===== src/rtl/enigma_uart_tx.sv =====
// enigma_uart_tx: sends Enigma letter codes as ASCII over an 8N1 UART line,
// inserting a space (0x20) between fixed-size letter groups.
module enigma_uart_tx #(
   parameter int CLKS_PER_BIT = 868,
   parameter int GROUP_SIZE   = 5
) (
   input  logic       CLK,
   input  logic       RESET_N,
   input  logic [4:0] LET,
   input  logic       VALID,
   output logic       READY,
   input  logic       GROUP_CLR,
   output logic       TX,
   output logic       BUSY
);

   localparam int             BW        = (CLKS_PER_BIT > 1) ? $clog2(CLKS_PER_BIT) : 1;
   localparam logic [BW-1:0]  BAUD_LAST = BW'(CLKS_PER_BIT - 1);
   localparam logic [3:0]     GSIZE     = 4'(GROUP_SIZE);

   typedef enum logic [1:0] {IDLE, START, DATA, STOP} state_t;

   state_t        state, state_n;
   logic [BW-1:0] baud, baud_n;
   logic [2:0]    bit_idx, bit_n;
   logic [7:0]    shifter, shift_n;
   logic [7:0]    buf_char;
   logic          buf_full, buf_full_n;
   logic [3:0]    count, count_n;
   logic          tx_n;
   logic          launch;
   logic          send_space;
   logic          accept;

   function automatic logic [7:0] to_ascii(input logic [4:0] code);
      return (code < 5'd26) ? (8'h41 + {3'b000, code}) : 8'h3F;
   endfunction

   assign accept = VALID && READY;

   always_comb begin
      state_n    = state;
      baud_n     = baud;
      bit_n      = bit_idx;
      shift_n    = shifter;
      buf_full_n = buf_full;
      count_n    = GROUP_CLR ? 4'd0 : count;
      launch     = 1'b0;
      send_space = 1'b0;
      tx_n       = 1'b1;

      case (state)
         IDLE: launch = 1'b1;
         START: begin
            if (baud == BAUD_LAST) begin
               baud_n  = '0;
               bit_n   = 3'd0;
               state_n = DATA;
            end else begin
               baud_n = baud + BW'(1);
            end
         end
         DATA: begin
            if (baud == BAUD_LAST) begin
               baud_n = '0;
               if (bit_idx == 3'd7) state_n = STOP;
               else                 bit_n   = bit_idx + 3'd1;
            end else begin
               baud_n = baud + BW'(1);
            end
         end
         STOP: begin
            // The idle decision is folded into the last stop cycle so that
            // back-to-back frames are exactly ten bit times apart.
            if (baud == BAUD_LAST) begin
               baud_n  = '0;
               state_n = IDLE;
               launch  = 1'b1;
            end else begin
               baud_n = baud + BW'(1);
            end
         end
         default: state_n = IDLE;
      endcase

      if (launch && buf_full) begin
         state_n    = START;
         baud_n     = '0;
         bit_n      = 3'd0;
         send_space = (GSIZE != 4'd0) && (count == GSIZE) && !GROUP_CLR;
         if (send_space) begin
            shift_n = 8'h20;
            count_n = 4'd0;
         end else begin
            shift_n    = buf_char;
            buf_full_n = 1'b0;
            count_n    = (count_n >= GSIZE) ? GSIZE : count_n + 4'd1;
         end
      end

      if (accept) buf_full_n = 1'b1;

      case (state_n)
         START:   tx_n = 1'b0;
         DATA:    tx_n = shift_n[bit_n];
         default: tx_n = 1'b1;
      endcase
   end

   always_ff @(posedge CLK) begin
      if (!RESET_N) begin
         state    <= IDLE;
         baud     <= '0;
         bit_idx  <= 3'd0;
         buf_full <= 1'b0;
         count    <= 4'd0;
         TX       <= 1'b1;
         BUSY     <= 1'b0;
         READY    <= 1'b0;
      end else begin
         state    <= state_n;
         baud     <= baud_n;
         bit_idx  <= bit_n;
         buf_full <= buf_full_n;
         count    <= count_n;
         TX       <= tx_n;
         BUSY     <= (state_n != IDLE) || buf_full_n;
         READY    <= !buf_full_n;
      end
   end

   always_ff @(posedge CLK) begin
      shifter <= shift_n;
      if (accept) buf_char <= to_ascii(LET);
   end

endmodule


===== config.mk =====
export PLATFORM = sky130hd
export DESIGN_NAME = enigma_uart_tx
export DESIGN_NICKNAME = d
export VERILOG_FILES = /design/src/rtl/enigma_uart_tx.sv
export SDC_FILE = /design/constraint.sdc
export NUM_CORES = 1
export LEC_CHECK = 0
export ABC_AREA = 1
export BUFFER_PORTS_ARGS = -buffer_cell sky130_fd_sc_hd__buf_2
export CORE_MARGIN = 3
export CORE_UTILIZATION = 40
export DETAILED_ROUTE_END_ITERATION = 8
export SETUP_SLACK_MARGIN = 0.05
export SYNTH_ARGS = -nofsm -noshare
export SYNTH_HDL_FRONTEND = slang
export SYNTH_SLANG_ARGS = --single-unit
export TNS_END_PERCENT = 1

===== constraint.sdc =====
create_clock -name CLK -period 3 [get_ports CLK]
set_input_delay 0.6 -clock CLK [delete_from_list [all_inputs] [get_ports CLK]]
set_output_delay 0.6 -clock CLK [all_outputs]
set_load 0.05 [all_outputs]

Yosys cells after proc, flatten, opt, wreduce, memory -nomap -nowiden

Cells that the tools add are included.

Register bits: 39
Logic and storage cells: 62
Bits of input ports: 9
Output and inout bits: 3

Equal/unequal tests: 8
Bitwise operators: 1
Reduce and logical (&&, ||, !) cells: 10
Add/sub/neg operators: 4
Order comparisons: 3
Mux-type cells: 26

Operators by type and width:

| operator                                                    | number |
|---|---|
| two-way mux 4 bit                                           | 4 |
| two-way mux 8 bit                                           | 2 |
| two-way mux 3 bit                                           | 4 |
| adder 10 x 1 -> 10 bit (second input constant)              | 1 |
| == test 10 bit (second input constant)                      | 1 |
| two-way mux 10 bit                                          | 1 |
| two-way mux 2 bit                                           | 5 |
| adder 7 x 5 -> 8 bit (first input constant)                 | 1 |
| == test 2 bit (second input constant)                       | 3 |
| case mux 2 bit (3 select lines)                             | 1 |
| case mux 3 bit (2 select lines)                             | 1 |
| less-than comparator 5 bit (second input constant)          | 1 |
| two-way mux 1 bit                                           | 5 |
| adder 4 x 1 -> 4 bit (second input constant)                | 1 |
| == test 2 x 1 -> 1 bit (second input constant)              | 2 |
| == test 4 x 3 -> 1 bit (second input constant)              | 1 |
| >= comparator 4 x 3 -> 1 bit (second input constant)        | 1 |
| less-than comparator 3 x 4 -> 1 bit (second input constant) | 1 |
| case mux 1 bit (2 select lines)                             | 2 |
| adder 3 x 1 -> 3 bit (second input constant)                | 1 |
| binary-select mux 1 bit (select 3 bit)                      | 1 |
| == test 3 bit (second input constant)                       | 1 |
| logical AND 1 bit                                           | 3 |
| OR reduction 3 bit                                          | 1 |
| other kinds (6)                                             | 7 |

Depth between registers and ports, before layout

Gate-level depths: netlist (run 1).

Word-level depth: 8
Mapped depth: 17
Gate-level depth less buffers: 17

Worst setup path after synthesis (run 1)

OpenSTA, ideal clock, no wires.

Path kind: reg-to-reg
From: register state[1]
To: register TX
Library setup time: 119 ps
Required time: 2881 ps
Buffers on the path: 0
Arrival: 1889 ps
Slack: 992 ps
Clock period less this slack: 2008 ps
Stages on the path, launching flop included: 18
Cells stage by stage: dfxtp_1 -> inv_1 -> ha_1 -> inv_1 -> a21oi_1 -> nand4_1 -> nand2_1 -> nand2_1 -> inv_1 -> nand3_2 -> nand2_1 -> nand2_1 -> nand2_1 -> nand2_1 -> nand2_1 -> nand2_1 -> nand2_1 -> nand3_2

Longest elaborated chain between the ends: 7
Elaborated cells on any way between the ends: 20
Those cells by class: eq/ne: 5; mux: 13; reduce/logical: 2

RTL lines:

| what                                                          | RTL line | RTL |
|---|---|---|
| start, declared                                               | 23       | `state_t state, state_n;` |
| start signal, assigned                                        | 121      | `state <= state_n;` |
| == test 2 bit / zero test 2 bit (equally long branches)       | 52       | `case (state)` |
| case mux 1 bit (2 select lines)                               | 52       |  |
| logical AND 1 bit                                             | 86       | `if (launch && buf_full) begin` |
| two-way mux 8 bit / two-way mux 3 bit (equally long branches) | 86       |  |
| binary-select mux 1 bit (select 3 bit)                        | 105      | `DATA: tx_n = shift_n[bit_n];` |
| two-way mux 1 bit (not written as such)                       | 105      |  |
| case mux 1 bit (2 select lines) (*)                           | 103      | `case (state_n)` |
| end signal, assigned                                          | 126      | `TX <= tx_n;` |
| end, declared                                                 | 13       | `output logic TX,` |

Mark *: on every way between the ends. The rest lies on a longest branch, timed or not. The select of a mux whose other input is x is not followed.
A chain may end at the register's enable or synchronous reset.

Worst setup path in the final report (run 1)

Same ends and word-level chain as after synthesis.

==> results_dict.tcl, run 1 <==
set metrics [dict create \
    dieWidth_um 77.9 \
    clkSlewWorstSetupHoldPaths_ps 80 \
    irDropWorstVdd_uv 243 \
    synthCells 277 \
    postRouteAntennaNets 0 \
    numCtsBuffers 5 \
    criticalPathCategory "register to register" \
    synth_edf_count 7 \
    maxCapViolCount 0 \
    ys_seq_area_share_pct 40.2 \
    hpwl_um 2930 \
    hold_slack_ps 452 \
    crit_arrival_ps 2480 \
    syn_area_um2 2070 \
    ys_ff_latch 38 \
    syn-num-nets 298 \
    worst_hold_path_type "register to register" \
    drc 0 \
    drt_pass1_iterations 4 \
    fp.dieH_um 77.9 \
    io_buffer_count 11 \
    io_pins 12 \
    hold_violations 0 \
    setup_tns_ps 0 \
    core_um2 4850 \
    synth_cell_types 34 \
    grt_first_pass_wirelength_um 6760 \
    row_count 25 \
    timing.fmax_ghz 0.436 \
    clock_latency_ps 290 \
    drt-total-wl_um 3820 \
    synth_warnings 0 \
    root_buffer "clkbuf_8" \
    final_cell_mix "nand2_1, inv_1, nor2_1, dfxtp_1" \
    grt_pass1_vias 1561 \
    holdBufCountCts 0 \
    async_reset_ff_share_pct 0 \
    h-tree-depth 2 \
    synth-main-ff-cell "dfxtp_1" \
    antenna_found_initial 0 \
    slew_viol_final 0 \
    critPathMaxFanout 8 \
    die_area_um2 6070 \
    mostFrequentLayoutCell "nand2_1" \
    grt-ovfl-total 0 \
    num_antenna_cells 0 \
    cts.sinks 38 \
    p_total_mw 1.77 \
    status "finished clean" \
    grt_use_total_pct 13.9 \
    initial_utilization_pct 42.6 \
    start_kind "register" \
    cts_tree "yes" \
    power.leakage_nw 1.10 \
    fill_cells 495 \
    multiInputGateArea_um2 1040 \
    seq_area_um2 831 \
    synth.avg_cell_area_um2 7.46 \
    fin_crit_ps 2290 \
    setup_viol 0 \
    gp_congestion 0.846 \
    cts_resized 0 \
    finalCritPeriodShare_pct 76.4 \
    clk_path_buf_depth 2 \
    drtIter0Drc 80 \
    areaGrowthSynthToFinish_pct 12.6 \
    worst_slew_pin_slew_ps 581 \
    post_cts_buffers 0 \
    slew_headroom_pct 61.1 \
    end_kind "register" \
    viasPerCell 4.69 \
    grt_max_degree 17 \
    finClkSkew_ps 6.33 \
    wl_per_cell_um 10.6 \
    power_density_nw_per_um2 760 \
    required_ps 3190 \
    nNetsFinal 314 \
    grt_setup_unrepaired "false" \
    via_count 1692 \
    layout-drive-gt1-share_pct 12.9 \
]
[logic make-up after synthesis]
| kind of cell | after synthesis | synth area share, % |
|---|---|---|
| compound gates | 21 | 6.23 |
| xor+xnor | 6 | 2.54 |
| fa+ha+maj | 12 | 7.26 |
| buf+inv | 50 | 9.50 |
| flops | 38 | 40.2 |
| simple gates | 150 | 34.3 |
[synthesized netlist by cell type (2+ instances only)]
| cell type | number | share of area [%] |
|---|---|---|
| o22ai_1 | 3 | 0.91 |
| nand2_4 | 2 | 1.1 |
| inv_2 | 2 | 0.36 |
| a21oi_1 | 5 | 1.2 |
| nor2_1 | 39 | 7.1 |
| nand3_2 | 3 | 1.5 |
| nand4_1 | 9 | 2.7 |
| nor3b_1 | 3 | 1.1 |
| xnor2_1 | 2 | 0.85 |
| ha_1 | 12 | 7.3 |
| nand2_1 | 64 | 12 |
| nand3_1 | 12 | 2.9 |
| nor2_2 | 2 | 0.61 |
| xor2_1 | 4 | 1.7 |
| edfxtp_1 | 7 | 10 |
| inv_1 | 45 | 8.2 |
| nor3_1 | 5 | 1.2 |
| a31oi_1 | 4 | 1.2 |
| nand2_2 | 5 | 1.5 |
| dfxtp_1 | 31 | 30 |
| o21ai_0 | 5 | 1.2 |
[flip-flops by register name (all words and copies together) (netlist names)]
name      count
BUSY          1
buf_char      7
state         2
baud         10
buf_full      1
count         4
shifter       8
READY         1
TX            1
bit_idx       3
[per-stage QoR]
step / util [%] / worst slack, ps / std cells / cell area, um^2
after floorplan: - / 992 / 277 / 2070
after global placement: 45.2 / 830 / 353 / 2190
after detailed placement: 45.2 / 738 / 353 / 2190
after CTS: 48.0 / 723 / 361 / 2330
after global routing: 48.0 / 416 / 361 / 2330
final: 48.0 / 708 / 361 / 2330
[per-layer routing]
metal / part of all wire, % / wire length [um] / global-route usage, %
met1: 52 / 1980 / 17.7
met3: 3.6 / 139 / 3.25
met5: 0 / 0 / 0
met2: 43 / 1640 / 22.3
met4: 1.5 / 56 / 6.41
[power breakdown]
part           switching [mW]  internal [mW]  total [mW]
Clock                   0.187          0.333       0.520
Combinational           0.395          0.197       0.592
Sequential             0.0458          0.612       0.658
Total                   0.628           1.14        1.77
[path summary, 6_finish.rpt]
check | depth (start not counted) | start | slack [ps] | end
max | 17 | state[1] | 710 | TX
min | 2 | shifter[2] | 450 | shifter[2]
max reg2reg | 17 | state[1] | 710 | TX
min reg2reg | 2 | shifter[2] | 450 | shifter[2]
[critical path, stage by stage (launching register included)]
cell and delay [ps]:
dfxtp_1 450, inv_1 120, ha_1 320, inv_1 140, a21oi_1 210, nand4_1 150, nand2_1 90, nand2_1 80
inv_1 70, nand3_2 100, nand2_1 100, nand2_1 50, nand2_1 50, nand2_1 50, nand2_1 50, nand2_1 50
nand2_1 60, nand3_2 50
[area by class of cell]
| class | instances | area share, % |
|---|---|---|
| Clock buffer | 5 | 2.96 |
| Clock inverter | 3 | 2.96 |
| Inverter | 48 | 7.74 |
| Multi-Input combinational cell | 189 | 44.7 |
| Sequential cell | 38 | 35.7 |
| Tap cell | 67 | 3.60 |
| Timing Repair Buffer | 11 | 2.37 |
Note: power is estimated with default switching activity, not from simulation.
==> inputs of run 2 (changes only) <==
==> constraint.sdc (replaced) <==
create_clock -name CLK -period 2 [get_ports CLK]
set_input_delay 0.4 -clock CLK [delete_from_list [all_inputs] [get_ports CLK]]
set_output_delay 0.4 -clock CLK [all_outputs]
set_load 0.05 [all_outputs]
==> run 2 against run 1 <==
Setup slack lost 570 ps. Non-clock buffer count rose by 17. Cell area increased by 10%. Global-route usage grew 0.88 points. Worst hold slack lost 110 ps. Clock power up 53%. Largest cell class unchanged.
==> results_dict.tcl, run 2 (same netlist as run 1, synthesis figures left out) <==
set metrics [dict create \
    status "finished clean" \
    grt_max_degree 14 \
    cts_tree "yes" \
    nNetsFinal 332 \
    fin_crit_ps 1870 \
    viasPerCell 4.69 \
    initial_utilization_pct 42.6 \
    power_density_nw_per_um2 1150 \
    start_kind "register" \
    fill_cells 452 \
    slowest_delay_ps 370 \
    finalCritPeriodShare_pct 93.3 \
    slew_headroom_pct 65.0 \
    core_um2 4850 \
    areaGrowthSynthToFinish_pct 24.3 \
    num_antenna_cells 0 \
    path_common_cell "nand2_1" \
    drc 0 \
    numCtsBuffers 5 \
    die_area_um2 6070 \
    root_buffer "clkbuf_8" \
    seq_area_um2 836 \
    grt_setup_unrepaired "true" \
    grt_use_total_pct 14.8 \
    io_buffer_count 11 \
    layout-drive-gt1-share_pct 24.4 \
    largestRegisters "baud (10), shifter (8), buf_char (7)" \
    irDropWorstVdd_uv 567 \
    row_count 25 \
    worstHoldStart "RESET_N" \
    required_ps 2190 \
    grt_first_pass_wirelength_um 7200 \
    clk_path_buf_depth 2 \
    worst_hold_path_type "input port to register" \
    gp_congestion 0.842 \
    setup_viol 0 \
    holdBufCountCts 0 \
    maxCapViolCount 0 \
    h-tree-depth 2 \
    drt_pass1_iterations 5 \
    hold_violations 0 \
    fin_area_um2 2570 \
    crit_chain "ha_4 > inv_2 > nor2_4 > buf_6 > nand4_1 > nand2_1 > nand2_2 > inv_2 > nand3_4 > nand2_1 > nand2_1 > nand2_1 > nand2_1 > nand2_1 > nand2_1 > nand2_1 > nand3_2" \
    wl_per_cell_um 11.0 \
    setup_tns_ps 0 \
    dp.cells 365 \
    finClkSkew_ps 7.43 \
    fin_util_pct 53.0 \
    crit_arrival_ps 2060 \
    cts.sinks 38 \
    stdcell_count 379 \
    io_pins 12 \
    worst_slew_pin_slew_ps 523 \
    final_cell_mix "nand2_1, inv_1, nor2_1, dfxtp_1, buf_4" \
    reg2reg_depth 17 \
    multiInputGateArea_um2 1140 \
    critPathMaxFanout 5 \
    crit_start "baud[0]" \
    drtIter0Drc 90 \
    grt_pass1_vias 1616 \
    critPathSlowestCell "dfxtp_2" \
    via_count 1779 \
    hold_depth 2 \
    regMostFlops "baud" \
    criticalPathCategory "register to register" \
    grt-ovfl-total 0 \
    mostFrequentLayoutCell "nand2_1" \
    postRouteAntennaNets 0 \
    reg2reg_from "baud[0]" \
    timing.fmax_ghz 0.536 \
    dpl_cell_area_um2 2280 \
    end_kind "register" \
    power.leakage_nw 1.20 \
    clkSlewWorstSetupHoldPaths_ps 80 \
    slew_viol_final 0 \
    dieWidth_um 77.9 \
    drt-total-wl_um 4190 \
    fp.dieH_um 77.9 \
    antenna_found_initial 0 \
    clock_latency_ps 300 \
    hpwl_um 3020 \
    largest_reg_flops 10 \
]
[run 2: changes by cell type in the layout (fill, tap and decap cells not counted), sizes merged]
| cell | change |
|---|---|
| nand3 | +1 |
| buf | +17 |
[run 2: critical path, delay by kind of cell, from the launching register on]
family | cells | cell delay (ps)
buffers and inverters | 3 | 260
DFF | 1 | 370
and+or+nand+nor | 13 | 980
adders and majority gates | 1 | 140
[run 2: report_power, final]
group | internal, mW | switching (mW) | total [mW]
sequential | 0.924 | 0.0630 | 0.987
combinational | 0.459 | 0.709 | 1.17
clock | 0.500 | 0.297 | 0.797
[run 2: area by class of cell]
cell class	count	share of cell area, %
Clock inverter	3	2.68
Sequential cell	38	32.5
Tap cell	67	3.26
Timing Repair Buffer	28	7.25
Inverter	48	7.11
Clock buffer	5	2.68
Multi-Input combinational cell	190	44.5
[run 2: final timing paths]
path                              endpoint  slack (ps)
worst max-delay path                    TX         130
worst min-delay path                    TX         340
worst max register to register          TX         130
worst min register to register  shifter[7]         450
[run 2: timing repair]
action,in CTS,in global routing
hold endpoints to repair,0,0
setup buffers,2,3
endpoints found under the setup margin,1,16
gates cloned,0,1
pin swaps,3,14
resized for setup,8,20
[run 2: stage by stage]
step | worst slack (ps) | hold WS [ps] | power [mW]
final | 134 | 345 | 2.95
after global routing | -30.9 | 343 | 3.16
after CTS | 50.0 | 342 | 2.84
after detailed placement | -28.5 | 439 | 1.98
after global placement | -24.8 | 427 | 1.98
after floorplan | 52.0 | 414 | 1.73
[run 2: layer usage]
| layer | global-route usage, % | wire (um) | up-vias |
|---|---|---|---|
| li1 | - | - | 952 |
| met1 | 19.6 | 2100 | 792 |
| met2 | 23.0 | 1860 | 29 |
| met3 | 3.60 | 169 | 6 |
| met4 | 5.87 | 56 | 0 |
| met5 | 0 | 0 | - |
